===== config.mk =====
export PLATFORM = sky130hd
export DESIGN_NAME = adc128s022_emu_flat
export DESIGN_NICKNAME = d
export VERILOG_FILES = /design/src/rtl/adc_pkg.sv /design/src/rtl/adc128s022_emu_if.sv /design/src/rtl/adc128s022_emu_sync_edge.sv /design/src/rtl/adc128s022_emu.sv /design/src/flat_wrapper.sv
export SDC_FILE = /design/constraint.sdc
export NUM_CORES = 1
export LEC_CHECK = 0
export ABC_AREA = 1
export CAP_MARGIN = 20
export CORE_MARGIN = 2
export CORE_UTILIZATION = 25
export CTS_CLUSTER_SIZE = 14
export DETAILED_ROUTE_END_ITERATION = 12
export PLACE_DENSITY = 0.45
export SLEW_MARGIN = 25
export SYNTH_ARGS = -nofsm -noshare
export SYNTH_HDL_FRONTEND = slang
export SYNTH_SLANG_ARGS = --single-unit

===== constraint.sdc =====
create_clock -name clk_50 -period 6.15 [get_ports clk_50]
set_clock_uncertainty 0.2 [all_clocks]
set_input_delay 1.5375 -clock clk_50 [delete_from_list [all_inputs] [get_ports clk_50]]
set_output_delay 1.5375 -clock clk_50 [all_outputs]
set_load 0.1 [all_outputs]

===== src/rtl/adc_pkg.sv =====
// ----------------------------------------------------------------------------
// adc_pkg
// Shared constants, state type and helpers for the ADC128S022 emulator.
//   FRAME_BITS      : SCK falling edges per conversion frame
//   LEAD_ZEROS      : zero bits ahead of the 12-bit sample in the frame word
//   ADDR_FIRST_EDGE : falling-edge count at which the first address bit is taken
//   NUM_CH          : number of channel sample registers
// ----------------------------------------------------------------------------
package adc_pkg;

    localparam int FRAME_BITS      = 16;
    localparam int LEAD_ZEROS      = 4;
    localparam int ADDR_FIRST_EDGE = 3;
    localparam int NUM_CH          = 8;

    localparam int ADDR_W   = $clog2(NUM_CH);
    localparam int SAMPLE_W = FRAME_BITS - LEAD_ZEROS;
    localparam int CNT_W    = $clog2(FRAME_BITS);

    typedef enum logic {
        ST_IDLE   = 1'b0,
        ST_ACTIVE = 1'b1
    } state_e;

    // Frame word as shifted out MSB first: leading zeros, then the sample.
    function automatic logic [FRAME_BITS-1:0] make_word(input logic [SAMPLE_W-1:0] sample);
        return {{LEAD_ZEROS{1'b0}}, sample};
    endfunction

endpackage


===== src/rtl/adc128s022_emu_if.sv =====
// ----------------------------------------------------------------------------
// adc128s022_emu_if
// Serial pins between an ADC128S022 master and the emulator.
//   adc_cs_n : chip select, low = frame active      (master -> slave)
//   adc_sck  : serial clock, idles high              (master -> slave)
//   din      : channel address bits                  (master -> slave)
//   dout     : conversion word, MSB first            (slave -> master)
//   dout_oe  : pad tri-state enable for dout         (slave -> master)
// ----------------------------------------------------------------------------
interface adc128s022_emu_if;

    logic adc_cs_n;
    logic adc_sck;
    logic din;
    logic dout;
    logic dout_oe;

    modport master (
        output adc_cs_n,
        output adc_sck,
        output din,
        input  dout,
        input  dout_oe
    );

    modport slave (
        input  adc_cs_n,
        input  adc_sck,
        input  din,
        output dout,
        output dout_oe
    );

endinterface


===== src/rtl/adc128s022_emu_sync_edge.sv =====
// ----------------------------------------------------------------------------
// sync_edge
// STAGES-deep synchronizer for an asynchronous pin followed by an edge
// register that yields single-cycle rise/fall pulses.
//   clk, rst_n : system clock, asynchronous active-low reset
//   async_in   : asynchronous input pin
//   level      : synchronized level
//   rise, fall : one-cycle pulses on synchronized edges
// Edges are suppressed until the chain and edge register hold real samples
// after reset, so a pin already away from IDLE_VAL at reset release does not
// look like an edge.
// ----------------------------------------------------------------------------
module sync_edge #(
    parameter int   STAGES   = 2,
    parameter logic IDLE_VAL = 1'b0
) (
    input  logic clk,
    input  logic rst_n,
    input  logic async_in,
    output logic level,
    output logic rise,
    output logic fall
);

    logic [STAGES-1:0] sync_q, sync_d;
    logic              edge_q, edge_d;
    logic [STAGES:0]   prime_q, prime_d;

    assign sync_d[0] = async_in;
    for (genvar gi = 1; gi < STAGES; gi++) begin : g_chain
        assign sync_d[gi] = sync_q[gi-1];
    end

    always_comb begin
        edge_d  = sync_q[STAGES-1];
        prime_d = {prime_q[STAGES-1:0], 1'b1};
    end

    always_ff @(posedge clk or negedge rst_n) begin
        if (!rst_n) begin
            sync_q  <= {STAGES{IDLE_VAL}};
            edge_q  <= IDLE_VAL;
            prime_q <= '0;
        end else begin
            sync_q  <= sync_d;
            edge_q  <= edge_d;
            prime_q <= prime_d;
        end
    end

    assign level = sync_q[STAGES-1];
    assign rise  = prime_q[STAGES] &  level & ~edge_q;
    assign fall  = prime_q[STAGES] & ~level &  edge_q;

endmodule


===== src/rtl/adc128s022_emu.sv =====
// ----------------------------------------------------------------------------
// adc128s022_emu
// Slave-side emulation of a TI ADC128S022: eight writable 12-bit channel
// registers served over the ADC's 16-clock serial frame.
//   clk_50, rst_n                    : system clock, async active-low reset
//   spi (slave)                      : adc_cs_n/adc_sck/din in, dout/dout_oe out
//   ch_wr_en/ch_wr_addr/ch_wr_data   : channel register write port
//   frame_done                       : one-cycle pulse per completed frame
//   frame_err                        : one-cycle pulse on cs_n rise mid-frame
//   cur_addr                         : channel the next frame will output
// The address received in frame N selects the sample of frame N+1. While
// cs_n stays low, frames repeat back to back.
// ----------------------------------------------------------------------------
module adc128s022_emu
    import adc_pkg::*;
#(
    parameter int SYNC_STAGES = 2
) (
    input  logic                 clk_50,
    input  logic                 rst_n,
    adc128s022_emu_if.slave      spi,
    input  logic                 ch_wr_en,
    input  logic [ADDR_W-1:0]    ch_wr_addr,
    input  logic [SAMPLE_W-1:0]  ch_wr_data,
    output logic                 frame_done,
    output logic                 frame_err,
    output logic [ADDR_W-1:0]    cur_addr
);

    localparam logic [CNT_W-1:0] CNT_ADDR_LO = CNT_W'(ADDR_FIRST_EDGE);
    localparam logic [CNT_W-1:0] CNT_ADDR_HI = CNT_W'(ADDR_FIRST_EDGE + ADDR_W - 1);
    localparam logic [CNT_W-1:0] CNT_LAST    = CNT_W'(FRAME_BITS - 1);

    // ---------------- pin synchronizers ----------------
    logic sck_level, sck_rise, sck_fall;
    logic cs_level,  cs_rise,  cs_fall;
    logic din_level, din_rise, din_fall;

    sync_edge #(.STAGES(SYNC_STAGES), .IDLE_VAL(1'b1)) u_sync_sck (
        .clk(clk_50), .rst_n(rst_n), .async_in(spi.adc_sck),
        .level(sck_level), .rise(sck_rise), .fall(sck_fall)
    );

    sync_edge #(.STAGES(SYNC_STAGES), .IDLE_VAL(1'b1)) u_sync_cs (
        .clk(clk_50), .rst_n(rst_n), .async_in(spi.adc_cs_n),
        .level(cs_level), .rise(cs_rise), .fall(cs_fall)
    );

    sync_edge #(.STAGES(SYNC_STAGES), .IDLE_VAL(1'b0)) u_sync_din (
        .clk(clk_50), .rst_n(rst_n), .async_in(spi.din),
        .level(din_level), .rise(din_rise), .fall(din_fall)
    );

    logic unused_sync;
    assign unused_sync = &{1'b0, sck_level, cs_level, din_rise, din_fall};

    // ---------------- channel sample registers ----------------
    logic [NUM_CH-1:0][SAMPLE_W-1:0] ch_reg_q, ch_reg_d;

    always_comb begin
        for (int i = 0; i < NUM_CH; i++) begin
            ch_reg_d[i] = ch_reg_q[i];
            if (ch_wr_en && (ch_wr_addr == ADDR_W'(i)))
                ch_reg_d[i] = ch_wr_data;
        end
    end

    // ---------------- frame FSM ----------------
    state_e                  state_q, state_d;
    logic [CNT_W-1:0]        fall_cnt_q, fall_cnt_d;
    logic [FRAME_BITS-1:0]   frame_word_q, frame_word_d;
    logic [ADDR_W-1:0]       addr_sh_q, addr_sh_d;
    logic [ADDR_W-1:0]       cur_addr_q, cur_addr_d;
    logic                    dout_q, dout_d;
    logic                    dout_oe_q, dout_oe_d;
    logic                    frame_done_q, frame_done_d;
    logic                    frame_err_q, frame_err_d;

    always_comb begin
        state_d      = state_q;
        fall_cnt_d   = fall_cnt_q;
        frame_word_d = frame_word_q;
        addr_sh_d    = addr_sh_q;
        cur_addr_d   = cur_addr_q;
        dout_oe_d    = dout_oe_q;
        frame_done_d = 1'b0;
        frame_err_d  = 1'b0;

        case (state_q)
            ST_IDLE: begin
                if (cs_fall) begin
                    state_d      = ST_ACTIVE;
                    // Loads read ch_reg_q, so a same-cycle write is not seen.
                    frame_word_d = make_word(ch_reg_q[cur_addr_q]);
                    fall_cnt_d   = '0;
                    addr_sh_d    = '0;
                    dout_oe_d    = 1'b1;
                end
            end
            ST_ACTIVE: begin
                if (cs_rise) begin
                    state_d     = ST_IDLE;
                    dout_oe_d   = 1'b0;
                    fall_cnt_d  = '0;
                    addr_sh_d   = '0;
                    frame_err_d = (fall_cnt_q != '0);
                end else begin
                    // Address bits arrive MSB first on three consecutive rises.
                    if (sck_rise && (fall_cnt_q >= CNT_ADDR_LO) && (fall_cnt_q <= CNT_ADDR_HI))
                        addr_sh_d = {addr_sh_q[ADDR_W-2:0], din_level};
                    if (sck_fall) begin
                        if (fall_cnt_q == CNT_LAST) begin
                            frame_done_d = 1'b1;
                            cur_addr_d   = addr_sh_q;
                            fall_cnt_d   = '0;
                            frame_word_d = make_word(ch_reg_q[addr_sh_q]);
                            addr_sh_d    = '0;
                        end else begin
                            fall_cnt_d = fall_cnt_q + CNT_W'(1);
                        end
                    end
                end
            end
            default: state_d = ST_IDLE;
        endcase

        dout_d = (state_d == ST_ACTIVE) ? frame_word_d[CNT_LAST - fall_cnt_d] : 1'b0;
    end

    always_ff @(posedge clk_50 or negedge rst_n) begin
        if (!rst_n) begin
            state_q      <= ST_IDLE;
            fall_cnt_q   <= '0;
            frame_word_q <= '0;
            addr_sh_q    <= '0;
            cur_addr_q   <= '0;
            dout_q       <= 1'b0;
            dout_oe_q    <= 1'b0;
            frame_done_q <= 1'b0;
            frame_err_q  <= 1'b0;
            ch_reg_q     <= '0;
        end else begin
            state_q      <= state_d;
            fall_cnt_q   <= fall_cnt_d;
            frame_word_q <= frame_word_d;
            addr_sh_q    <= addr_sh_d;
            cur_addr_q   <= cur_addr_d;
            dout_q       <= dout_d;
            dout_oe_q    <= dout_oe_d;
            frame_done_q <= frame_done_d;
            frame_err_q  <= frame_err_d;
            ch_reg_q     <= ch_reg_d;
        end
    end

    assign spi.dout    = dout_q;
    assign spi.dout_oe = dout_oe_q;
    assign frame_done  = frame_done_q;
    assign frame_err   = frame_err_q;
    assign cur_addr    = cur_addr_q;

endmodule


===== src/flat_wrapper.sv =====
// flat-port wrapper written by rule: the top's interface ports become plain ports
module adc128s022_emu_flat import adc_pkg::*;
#(
    parameter int SYNC_STAGES = 2
)
  (clk_50, rst_n, ch_wr_en, ch_wr_addr, ch_wr_data, frame_done, frame_err, cur_addr, spi_adc_cs_n, spi_adc_sck, spi_din, spi_dout, spi_dout_oe);
  adc128s022_emu_if spi_i ();
  input  logic clk_50;
  input  logic rst_n;
  input  logic ch_wr_en;
  input  logic [ADDR_W-1:0] ch_wr_addr;
  input  logic [SAMPLE_W-1:0] ch_wr_data;
  output logic frame_done;
  output logic frame_err;
  output logic [ADDR_W-1:0] cur_addr;
  input wire logic [$bits(spi_i.adc_cs_n)-1:0] spi_adc_cs_n;
  input wire logic [$bits(spi_i.adc_sck)-1:0] spi_adc_sck;
  input wire logic [$bits(spi_i.din)-1:0] spi_din;
  output wire logic [$bits(spi_i.dout)-1:0] spi_dout;
  output wire logic [$bits(spi_i.dout_oe)-1:0] spi_dout_oe;
  assign spi_i.adc_cs_n = spi_adc_cs_n;
  assign spi_i.adc_sck = spi_adc_sck;
  assign spi_i.din = spi_din;
  assign spi_dout = spi_i.dout;
  assign spi_dout_oe = spi_i.dout_oe;
  adc128s022_emu #(.SYNC_STAGES(SYNC_STAGES)) u_core (.clk_50(clk_50), .rst_n(rst_n), .spi(spi_i), .ch_wr_en(ch_wr_en), .ch_wr_addr(ch_wr_addr), .ch_wr_data(ch_wr_data), .frame_done(frame_done), .frame_err(frame_err), .cur_addr(cur_addr));
endmodule

==> summary.txt, run 1 <==
Outcome
  • Outcome: finished clean

Critical path
  • Worst path bufs/invs: 2
  • Worst flop-to-flop path startpoint: u_core.cur_addr[1]
  • Crit-path max cell delay: 1.19 ns
  • Crit. End Element: output pin
  • Critical Path Start Type: flop
  • Data arrival time of the worst path: 2.20 ns
  • Critical Setup Path Class: reg2out
  • Reg2reg end: u_core.spi.dout
  • Reg-to-reg slack, setup: 2.86 ns
  • Reg2reg path depth: 14
  • Crit path max-delay cell type: clkdlybuf4s50_1
  • Crit-path cells: buf_4, clkdlybuf4s50_1
  • Worst Path Required: 4.41 ns
  • Top cell family by delay on the critical path: buffers and inverters
  • Crit-path max FO: 14

Place
  • Port bufs: 27
  • Placer Congestion: 0.7592
  • Cell total after placement: 1438
  • HPWL Detailed: 13600 µm

Timing
  • Post-route minimum period: 3.939 ns
  • Final TNS setup: 0 ns
  • Slew Limit Headroom: 33.04%
  • Final Max Slew Viols: 0
  • Final hold slack: 0.1474 ns
  • Final Cycle Share: 64.04%
  • Final setup violation count: 0
  • Fmax: 253.9 MHz
  • RSZ-0062 raised after global routing: no
  • Least-Margin Pin Slew: 0.9982 ns
  • Final hold vios: 0

Drt
  • DRT iter0 DRCs: 575
  • Detail Route Antenna Nets: 0
  • Drt drc: 0
  • Vias per cell: 4.564
  • Pre-antenna DRT Iters: 5
  • Final WL: 22930 µm
  • Via total after detailed routing: 6709
  • Wirelength per Cell: 15.60 µm

Yosys
  • Synth Flop Type: dfrtp_1
  • EDFF count, synth: 0
  • Syn Area/Cell: 7.066 µm²
  • Yosys reg bits: 138
  • Yosys warns: 0
  • Fraction of registers with async set or reset after synthesis: 100.0%
  • Area leader, netlist: dfrtp_1
  • Syn Nets: 1095
  • Yosys cell types: 37
  • Seq/Total Area, Yosys: 45.73%
  • Synth area leaders: dfrtp_1 44%, nand2_1 19%, nand3_1 9.9%
  • Mapped Area: 0.007567 mm²
  • Post-synthesis cell count: 1071
  • Share of the synthesized area in the top cell type: 43.65%

Power and ir drop
  • Pleak: 0.004261 µW
  • Peak VDD IR: 0.1974 mV
  • Power Dens Cells: 333.6 mW/mm²

Global route
  • Initial antenna violation count: 0
  • Gr ovfl total: 0
  • Total Routing Usage GR: 15.27%
  • Largest net degree at the start of global routing: 103
  • Vias in the first global route: 6471
  • First-pass GRT wire length: 36960 µm

Die
  • Die area: 0.03168 mm²
  • Initial Util: 25.46%
  • # IOs: 28
  • Total core area: 0.02972 mm²
  • Cell Rows: 63
  • Die span in y: 178.0 µm
  • Die X: 178.0 µm

Finish
  • Nets: 1091
  • Multi-input logic area: 0.003318 mm²
  • Storage element area: 0.003463 mm²
  • Diode count: 0
  • Filler cells: 3245
  • Synth-to-Final Area Change: 15.18%
  • Non-filler instance count after layout: 1470
  • Layout cells sized above 1: 7.130%

Clock tree
  • Post-CTS Resized: 0
  • Cts hold-fix bufs: 0
  • Sink Count: 138
  • CTS clk-pin slew, worst paths: 0.07 ns
  • TritonCTS clock tree: done
  • Num CTS Buffers: 17
  • CTS H-tree depth: 4
  • CTS root buf: clkbuf_16
  • CTS Buffer Depth: 2
  • Post-CTS setup repair buffer count: 0
  • Clk Latency, worst-skew pair: 0.43 ns

Job
  • Max cap viols: 0

Min path
  • Hold_sp: u_core.u_sync_din.sync_q[0]
  • Worst Hold Depth: 0
  • Hold Path End: u_core.u_sync_din.sync_q[1]
  • HP Class: reg2reg
==> cells by family after synthesis <==
| kind of cell | after synthesis | synth area share (%) |
|---|---|---|
| AO/OA/AOI/OAI | 137 | 9.739 |
| XOR/XNOR | 1 | 0.1158 |
| adder cells (fa/ha/maj) | 3 | 0.4961 |
| buffers and inverters | 194 | 10.55 |
| flip-flops | 138 | 45.73 |
| other | 1 | 0.04956 |
| AND/OR/NAND/NOR | 597 | 33.32 |
==> sequential cells by signal, indices dropped and copies added, names as in the netlist, 2 cells and up <==
register and count:
u_core.addr_sh_q 3, u_core.fall_cnt_q 4, u_core.u_sync_sck.sync_q 2, u_core.u_sync_sck.prime_q 2, u_core.cur_addr 3, u_core.u_sync_cs.sync_q 2, u_core.ch_reg_q 96, u_core.frame_word_q 16
u_core.u_sync_din.sync_q 2
==> layout make-up <==
cell class	count	area share, %
clock buffer	18	5.039
clock inverter	14	1.866
inverter	136	5.857
multi-input combinational	739	38.07
sequential	138	39.74
tap	390	5.599
timing repair buffer	35	3.833
==> report_power, final <==
part           switching (µW)  internal [µW]  total (µW)
clock                     441            618        1060
sequential                108           1090        1190
combinational             414            242         656
total                     962           1950        2910
==> layout by cell type (no fill, tap or decap), types with 2 or more instances in the layout <==
cell type          n
a211oi_1           2
a21oi_1            5
buf_4              8
bufinv_16          2
clkbuf_16         17
clkbuf_8           2
clkdlybuf4s50_1   26
clkinv_4           2
clkinvlp_4         4
dfrtp_1          130
dfrtp_2            2
dfstp_2            6
ha_1               3
inv_1            130
inv_2              5
inv_6              5
nand2_1          386
nand2_2            2
nand3_1          149
nand3_2            4
nor2_1            31
nor2_2             3
nor3_1             3
o211ai_1          12
o21ai_0          107
o21ai_1            5
o22ai_1            2
or2_1              3
or2_2              9
==> layer usage <==
metal / up-vias / track usage, % / routed length (µm)
met4: 0 / 4.611 / 480
li1: 3362 / - / -
met2: 141 / 25.16 / 10650
met1: 3176 / 20.40 / 10860
met5: - / 0 / 0
met3: 30 / 2.685 / 945
==> metrics by stage <==
| step | worst slack [ns] | power (µW) | util (%) | cell area, µm² |
|---|---|---|---|---|
| 2_1_floorplan | 3.465 | 1679 | - | 7567 |
| 3_3_place_gp | 2.425 | 1860 | 27.29 | 8109 |
| 3_5_place_dp | 2.333 | 1868 | 27.29 | 8109 |
| 4_1_cts | 2.208 | 2940 | 29.31 | 8711 |
| 5_1_grt | 2.171 | 3104 | 29.33 | 8716 |
| 6_report | 2.211 | 2908 | 29.33 | 8716 |
==> cells in the mapped netlist (4+ instances only) <==
cell	count
o21ai_0	107
dfstp_2	6
nor3_1	4
nand3_1	149
inv_1	131
nor2_1	32
nand3_2	4
clkbuf_1	23
inv_2	5
a21oi_1	5
o211ai_1	12
dfrtp_1	132
buf_2	28
or2_2	9
o21ai_1	5
nand2_1	387
==> worst max-delay path by stage <==
stage | start | endpoint | slack (ns) | depth (start not counted)
after global placement | ch_wr_en | u_core.ch_reg_q[46] | 2.43 | 5
final | u_core.cur_addr[2] | cur_addr[2] | 2.21 | 2
after floorplan | ch_wr_addr[1] | u_core.ch_reg_q[84] | 3.46 | 4
after detailed placement | ch_wr_en | u_core.ch_reg_q[46] | 2.33 | 5
after global routing | u_core.cur_addr[2] | cur_addr[2] | 2.17 | 2
after CTS | u_core.cur_addr[2] | cur_addr[2] | 2.21 | 2
(Power assumes the default switching activity.)
==> run 2: changes to the inputs <==
Settings changed: PLACE_DENSITY 0.45 to 0.47.
Clock period 6.15 ns to 3.6 ns, I/O delays scaled along.
==> summary.txt, run 2 (synthesis results as in run 1) <==
Outcome
  • Outcome: finished clean

Die
  • Cell Rows: 63 (unchanged)
  • Total core area: 0.02972 mm² (unchanged)
  • Initial Util: 25.46% (unchanged)
  • # IOs: 28 (unchanged)
  • Die X: 178.0 µm (unchanged)
  • Die area: 0.03168 mm² (unchanged)
  • Die span in y: 178.0 µm (unchanged)

Timing
  • RSZ-0062 raised after global routing: no
  • Final hold vios: 0 (unchanged)
  • Worst setup margin: 0.7123 ns (-1.499 ns)
  • Final setup violation count: 0 (unchanged)
  • Post-route minimum period: 2.888 ns
  • Final TNS setup: 0 ns (unchanged)
  • Slew Limit Headroom: 41.96% (+8.9 points)
  • Final hold slack: 0.1478 ns (+0.0004540 ns)
  • Fmax: 346.3 MHz
  • Least-Margin Pin Slew: 0.8694 ns (-0.1289 ns)
  • Final Cycle Share: 80.21%
  • Final Max Slew Viols: 0 (unchanged)

Drt
  • Pre-antenna DRT Iters: 6 (+1)
  • Via total after detailed routing: 6799 (+1.3%)
  • DRT iter0 DRCs: 453 (-21%)
  • Wirelength per Cell: 15.75 µm (+0.96%)
  • Final WL: 23390 µm (+2.0%)
  • Detail Route Antenna Nets: 0 (unchanged)
  • Drt drc: 0 (unchanged)
  • Vias per cell: 4.578 (+0.32%)

Critical path
  • Critical Setup Path Class: reg2out
  • Data arrival time of the worst path: 1.79 ns (-0.41 ns)
  • Worst Path Required: 2.50 ns (-1.91 ns)
  • Reg-to-reg slack, setup: 1.03 ns (-1.83 ns)
  • Critical Path Start Type: flop
  • Crit-path max FO: 62 (+48)
  • Crit. End Element: output pin

Place
  • Cell total after placement: 1453 (+1.0%)
  • Placer Congestion: 0.7911 (+4.2%)
  • DP Area: 0.008227 mm² (+1.5%)
  • Worst slack, placed: 0.7562 ns (-1.577 ns)
  • Port bufs: 27 (unchanged)
  • HPWL Detailed: 14410 µm (+6.0%)

Clock tree
  • CTS root buf: clkbuf_16
  • Clk Latency, worst-skew pair: 0.43 ns (about the same)
  • Post-CTS Resized: 0 (unchanged)
  • CTS clk-pin slew, worst paths: 0.06 ns (about the same)
  • Cts hold-fix bufs: 0 (unchanged)
  • CTS H-tree depth: 4 (unchanged)
  • Num CTS Buffers: 17 (unchanged)
  • CTS Buffer Depth: 2 (unchanged)
  • Sink Count: 138 (unchanged)
  • TritonCTS clock tree: done
  • Post-CTS setup repair buffer count: 0 (unchanged)

Power and ir drop
  • Pleak: 0.004386 µW (+2.9%)
  • Power Dens Cells: 583.8 mW/mm² (+75%)
  • Peak VDD IR: 0.2762 mV (+40%)

Global route
  • Vias in the first global route: 6871 (+6.2%)
  • Gr ovfl total: 0 (unchanged)
  • Largest net degree at the start of global routing: 63 (-39%)
  • Total Routing Usage GR: 15.82% (+0.56 points)
  • First-pass GRT wire length: 38230 µm (+3.4%)
  • Initial antenna violation count: 0 (unchanged)

Finish
  • Max reg flops: 96 (unchanged)
  • Nets: 1106 (+1.4%)
  • Largest register by flop count: u_core.ch_reg_q
  • Synth-to-Final Area Change: 17.46%
  • Diode count: 0 (unchanged)
  • Commonest non-fill, non-tap cell in the layout: nand2_1
  • Top Registers: u_core.ch_reg_q: 96 flops, u_core.frame_word_q: 16 flops, u_core.fall_cnt_q: 4 flops
  • Non-filler instance count after layout: 1485 (+1.0%)
  • Most frequent cells in the layout: 387 x nand2_1, 149 x nand3_1, 131 x inv_1
  • Final Cell Area: 0.008889 mm² (+2.0%)
  • Layout cells sized above 1: 8.767% (+1.6 points)

Job
  • Max cap viols: 0 (unchanged)

Min path
  • HP Class: reg2reg
## run 2: path summary, 6_finish.rpt
path                            cells after the start                          end                   startpoint
worst max-delay path                                2                  cur_addr[0]           u_core.cur_addr[0]
worst min-delay path                                0  u_core.u_sync_din.sync_q[1]  u_core.u_sync_din.sync_q[0]
worst max register to register                     14              u_core.spi.dout         u_core.fall_cnt_q[0]
worst min register to register                      0  u_core.u_sync_din.sync_q[1]  u_core.u_sync_din.sync_q[0]
max in group asynchronous                           2          u_core.ch_reg_q[45]                        rst_n
min in group asynchronous                           1          u_core.ch_reg_q[86]                        rst_n
## run 2: metal layers
metal  vias to the layer above  global-route usage [%]  share of wire, %
met4                         0                   4.645               1.8
met5                         -                       0                 0
met1                      3262                   20.80                48
li1                       3385                       -                 -
met2                       124                   26.36                47
met3                        28                   3.048               3.0
## run 2: area by class of cell
cell class	count	area, µm²
clock buffer	21	470.5
clock inverter	11	191.4
fill	3236	20830
inverter	136	510.5
multi-input combinational	739	3313
sequential	138	3463
tap	390	488.0
timing repair buffer	50	451.7
## run 2: report_power, final
part	internal, µW	switching [µW]
registers	1850	169
logic	429	749
clock network	1280	703
total	3570	1620
## run 2: metrics by stage
step / total power (µW) / utilization (%)
final: 5189 / 29.91
after global routing: 5522 / 29.91
after CTS: 5231 / 29.91
after detailed placement: 3220 / 27.68
after global placement: 3205 / 27.68
after floorplan: 2868 / -
## run 2: worst max-delay path, cell delays in order (launching register included)
cell and delay, ns:
dfrtp_2 0.36, buf_4 0.58, buf_4 0.42
==> RTL change 1 (settings of run 2) <==
`LEAD_ZEROS`: 4 -> 2.
--- a/src/rtl/adc_pkg.sv
+++ b/src/rtl/adc_pkg.sv
@@ -11,3 +11,3 @@
     localparam int FRAME_BITS      = 16;
-    localparam int LEAD_ZEROS      = 4;
+    localparam int LEAD_ZEROS      = 2;
     localparam int ADDR_FIRST_EDGE = 3;
Interface: changed (resized ch_wr_data); port bits go from 28 to 30. The function was not compared with the original's and may differ.
==> RTL change 1 against run 2 <==
Area after synthesis grew 13%; critical path type is now reg -> reg; worst setup slack gained 0.084 ns; highest routed layer unchanged; via count grew 13%; final area grew 11%; sequential cell count grew 16; wire length grew 12%; count of clock-buffer cells in the layout shrank 3; largest cell class unchanged; worst hold slack gained 0.0045 ns; power grew 7.4%.
==> RTL change 1: results (changes against run 2) <==
hold_path:
  min_to: "u_core.u_sync_cs.prime_q[2]$_DFF_PN0_"
  hold_path_class: "reg -> reg"
  whs_path_depth: 0  # unchanged
  worstHoldStart: "u_core.u_sync_sck.prime_q[1]$_DFF_PN0_"
timing:
  relSlewSlack_pct: 41.3  # -0.69 points
  finalSetupTns_ns: 0  # unchanged
  setup_ws_ns: 0.797  # +0.0844 ns
  finalSetupViolCount: 0  # unchanged
power_and_ir_drop:
  ir_drop_mv: 0.324  # +17%
  leakage_nw: 4.91  # +12%
clock_tree:
  ctsHtreeMaxLevel: 4  # unchanged
  clk_latency_ns: 0.43  # about the same
  cts_resized: 0  # unchanged
  cts_made_buffers: 17  # unchanged
  cts_setup_buffers: 0  # unchanged
  cts_root_buf: "clkbuf_16"
  clk_pin_slew_ns: 0.07
  clock_path_buffers: 2  # unchanged
synthesis:
  yosysSeqAreaShare_pct: 45.0  # -0.76 points
  ys_top_cells_by_count: "nand2_1, nand3_1, inv_1, dfrtp_1, o21ai_0"
  netlist_top_cells_area: "dfrtp_1, nand2_1, nand3_1"
  synth_nets: 1241  # +13%
  synth.distinct_cells: 42  # +14%
  yosys_warnings: 0  # unchanged
  synth-async-reset-ratio_pct: 100  # unchanged
  synthFlopType: "dfrtp_1"
critical_path:
  worst_r2r_path_depth: 10  # -4
  r2r-end: "u_core.spi.dout$_DFF_PN0_"
  reg2reg_from: "u_core.u_sync_cs.sync_q[1]$_DFF_PN1_"
  end_kind: "flip-flop"
  worst_setup_path_start_kind: "flip-flop"
  cp_slowest_cell: "dfstp_2"
  worstPathMaxFanout: 11  # -82%
  max_stage_delay_ns: 0.56  # -0.02 ns
final_layout:
  top_regs: "u_core.ch_reg_q: 112 flops, u_core.frame_word_q: 16 flops, u_core.fall_cnt_q: 4 flops"
  drive_gt1_share_pct: 8.74  # -0.029 points
  diodes: 0  # unchanged
detailed_routing:
  firstDrtPassIters: 7  # +1
  routedWlPerCell_um: 15.5  # -1.4%
  drt_iter0_markers: 570  # +26%
  vias: 7686  # +13%
placement:
  portBuffers: 29  # +7.4%
  dp_hpwl_um: 16600  # +15%
  globalplace.congestion: 0.786  # -0.62%
  place_ws_ns: 0.894  # +0.138 ns
global_route:
  grt_max_degree: 79  # +25%
  grt_pass1_wl_um: 42700  # +12%
  antenna_found_initial: 0  # unchanged
  grt_util_all_layers_pct: 15.3  # -0.51 points
  grt_pass1_vias: 7755  # +13%
outcome:
  status: "completed"
## RTL change 1: cell type report
type                    count  area [um2]
flip-flops and latches    154        3860
inverters                 164         623
well taps                 448         561
clock inverters            14         139
clock buffers              18         439
multi-input cells         832        3780
repair buffers             54         487
fillers                  3677       23800
## RTL change 1: cell families after synthesis
kind of cell / count (synthesis) / synth area share (%)
AND/OR/NAND/NOR: 674 / 33.7
buffers and inverters: 229 / 11.1
flip-flops: 154 / 45.0
AO/OA/AOI/OAI: 153 / 9.65
adder cells (fa/ha/maj): 3 / 0.437
XOR/XNOR: 1 / 0.102
other: 1 / 0.0437
## RTL change 1: where the power goes
group	internal, W	total (W)	switching (W)	leakage (nW)
clock network	0.000984	0.00179	0.000810	0.264
logic	0.000524	0.00152	0.00100	2.71
registers	0.00207	0.00225	0.000185	1.94
total	0.00358	0.00557	0.00200	4.91
## RTL change 1: routing by layer
metal | vias to the layer above | share of wire, % | GRT usage [%] | wire length [um]
met4 | 0 | 2.4 | 5.78 | 634
met3 | 45 | 4.3 | 2.91 | 1140
li1 | 3838 | - | - | -
met1 | 3616 | 48 | 20.1 | 12500
met5 | - | 0 | 0 | 0
met2 | 187 | 45 | 25.0 | 11900
## RTL change 1: critical path, delay by kind of cell, from the launching register on
| family | cells | cell delay (ns) |
|---|---|---|
| DFF | 1 | 0.56 |
| and+or+nand+nor | 4 | 0.73 |
| buffers and inverters | 3 | 0.38 |
| AOI/OAI and AO/OA | 3 | 0.87 |
## RTL change 1: metrics by stage
stage               cells  area [um2]  hold slack (ns)  utilization [%]
floorplan            1215        8590            0.131                -
global placement     1652        9320            0.133             27.6
detailed placement   1652        9320            0.139             27.6
CTS                  1684        9890            0.155             29.4
global route         1684        9890            0.159             29.4
finish               1684        9890            0.152             29.4
==> RTL change 2 (flow settings as in run 2) <==
Made on the original files. Put one more register stage on the output `frame_err`, cleared by the reset. The value now appears one clock later. The other outputs are not delayed to match. Comments in the files are not updated.
--- a/src/rtl/adc128s022_emu.sv
+++ b/src/rtl/adc128s022_emu.sv
@@ -158,3 +158,9 @@
     assign frame_done  = frame_done_q;
-    assign frame_err   = frame_err_q;
+    always_ff @(posedge clk_50 or negedge rst_n) begin
+        if (!rst_n) begin
+            frame_err <= '0;
+        end else begin
+            frame_err <= frame_err_q;
+        end
+    end
     assign cur_addr    = cur_addr_q;
Behaviour: not the same (a bounded check fails within 10 cycles, from zero or initial values and one cycle with rst_n low).
==> RTL change 2 against run 2 <==
Synthesized cell count about the same; final area down 0.24%; area after synthesis up 0.33%; sequential cell count up 1; power down 0.74%; die area up 0.32%; largest cell class unchanged; cell count about the same; via count down 1.0%; global-route usage down 0.56 points; wire length down 2.2%; fmax down 2.6%; worst setup slack worse by 0.076 ns.
==> RTL change 2: results (changes against run 2) <==
detailed_routing:
  firstDrtPassIters: 7  # +1
  routed.top_layer: "met4"
  wl_met2_um: 10800  # -1.1%
  vias_per_cell: 4.54  # -0.95%
  antenna_left: 0  # unchanged
  drt_iter0_markers: 574  # +27%
  routedWlPerCell_um: 15.4  # -2.2%
  wl_met1_um: 10800  # -4.9%
  wl_met3_um: 958  # +38%
  wirelength_um: 22900  # -2.2%
critical_path:
  arrival_ns: 1.86  # +0.07 ns
  endpoint: "cur_addr[0]"
  reg2reg_from: "u_core.fall_cnt_q[0]$_DFF_PN0_"
  critPathLaunch: "u_core.cur_addr[0]$_DFFE_PN0P_"
  r2r_setup_slack_ns: 0.99  # -0.04 ns
clock_tree:
  clk_latency_ns: 0.42
  clk_pin_slew_ns: 0.06  # about the same
  cts_setup_buffers: 0  # unchanged
  ctsHtreeMaxLevel: 4  # unchanged
  postCtsHoldBufs: 0  # unchanged
  cts_root_buf: "clkbuf_16"
placement:
  placed_cells: 1453  # unchanged
  dp_hpwl_um: 14200  # -1.5%
  globalplace.congestion: 0.776  # -1.9%
  place_ws_ns: 0.740  # -0.0157 ns
  post_dp_cell_area_mm2: 0.00822  # about the same
global_route:
  grt_pass1_wl_um: 37100  # -3.1%
  grt_use_met1_pct: 20.4  # -0.44 points
  grt_max_degree: 63  # unchanged
  grt_util_all_layers_pct: 15.3  # -0.56 points
  antenna_found_initial: 0  # unchanged
  grt_util_met3_pct: 2.69  # -0.36 points
  met2_usage_pct: 25.5  # -0.82 points
  grt_pass1_vias: 6572  # -4.4%
final_layout:
  top_regs: "u_core.ch_reg_q: 96 flops, u_core.frame_word_q: 16 flops, u_core.fall_cnt_q: 4 flops"
  drive_gt1_share_pct: 8.59  # -0.17 points
  final_nets: 1106  # unchanged
timing:
  finalHoldViolCount: 0  # unchanged
  finalCriticalPeriod_ns: 2.96  # +0.0757 ns
  worst_pin_slew_ns: 0.811  # -0.0585 ns
  whs_ns: 0.145  # -0.00254 ns
synthesis:
  yosys_warnings: 0  # unchanged
  yosysSeqAreaShare_pct: 45.9  # +0.18 points
  ys_top_cells_by_count: "nand2_1, nand3_1, dfrtp_1, inv_1, o21ai_0"
  avgSynthCellArea_um2: 7.08  # +0.24%
  netlist_top_cells_area: "dfrtp_1, nand2_1, nand3_1"
power_and_ir_drop:
  leakage_nw: 4.38  # -0.21%
  ir_drop_mv: 0.275  # -0.38%
hold_path:
  whs_path_depth: 0  # unchanged
  min_to: "u_core.u_sync_sck.prime_q[1]$_DFF_PN0_"
  worstHoldStart: "u_core.u_sync_sck.prime_q[0]$_DFF_PN0_"
outcome:
  status: "completed"
## RTL change 2: cell count changes after synthesis, sizes merged
cell / change
dfrtp: +1
## RTL change 2: cells by family after synthesis
family / Yosys count / synth area share [%]
simple gates: 597 / 33.2
other cells: 1 / 0.0494
flops: 139 / 45.9
fa+ha+maj: 3 / 0.494
buf+inv: 194 / 10.5
xor+xnor: 1 / 0.115
compound gates: 137 / 9.71
## RTL change 2: power breakdown
part,internal (W),switching (W)
logic,0.000424,0.000746
clock network,0.00126,0.000686
registers,0.00187,0.000166
total,0.00355,0.00160
## RTL change 2: critical path, stage by stage (launching register included)
cell,delay [ns]
dfrtp_2,0.36
buf_4,0.54
buf_4,0.42
## RTL change 2: layout make-up
cell class	count	area (um2)
fill	3255	20900
sequential	139	3490
multi-input combinational	739	3310
inverter	136	510
tap	390	488
clock buffer	20	457
timing repair buffer	49	419
clock inverter	11	191
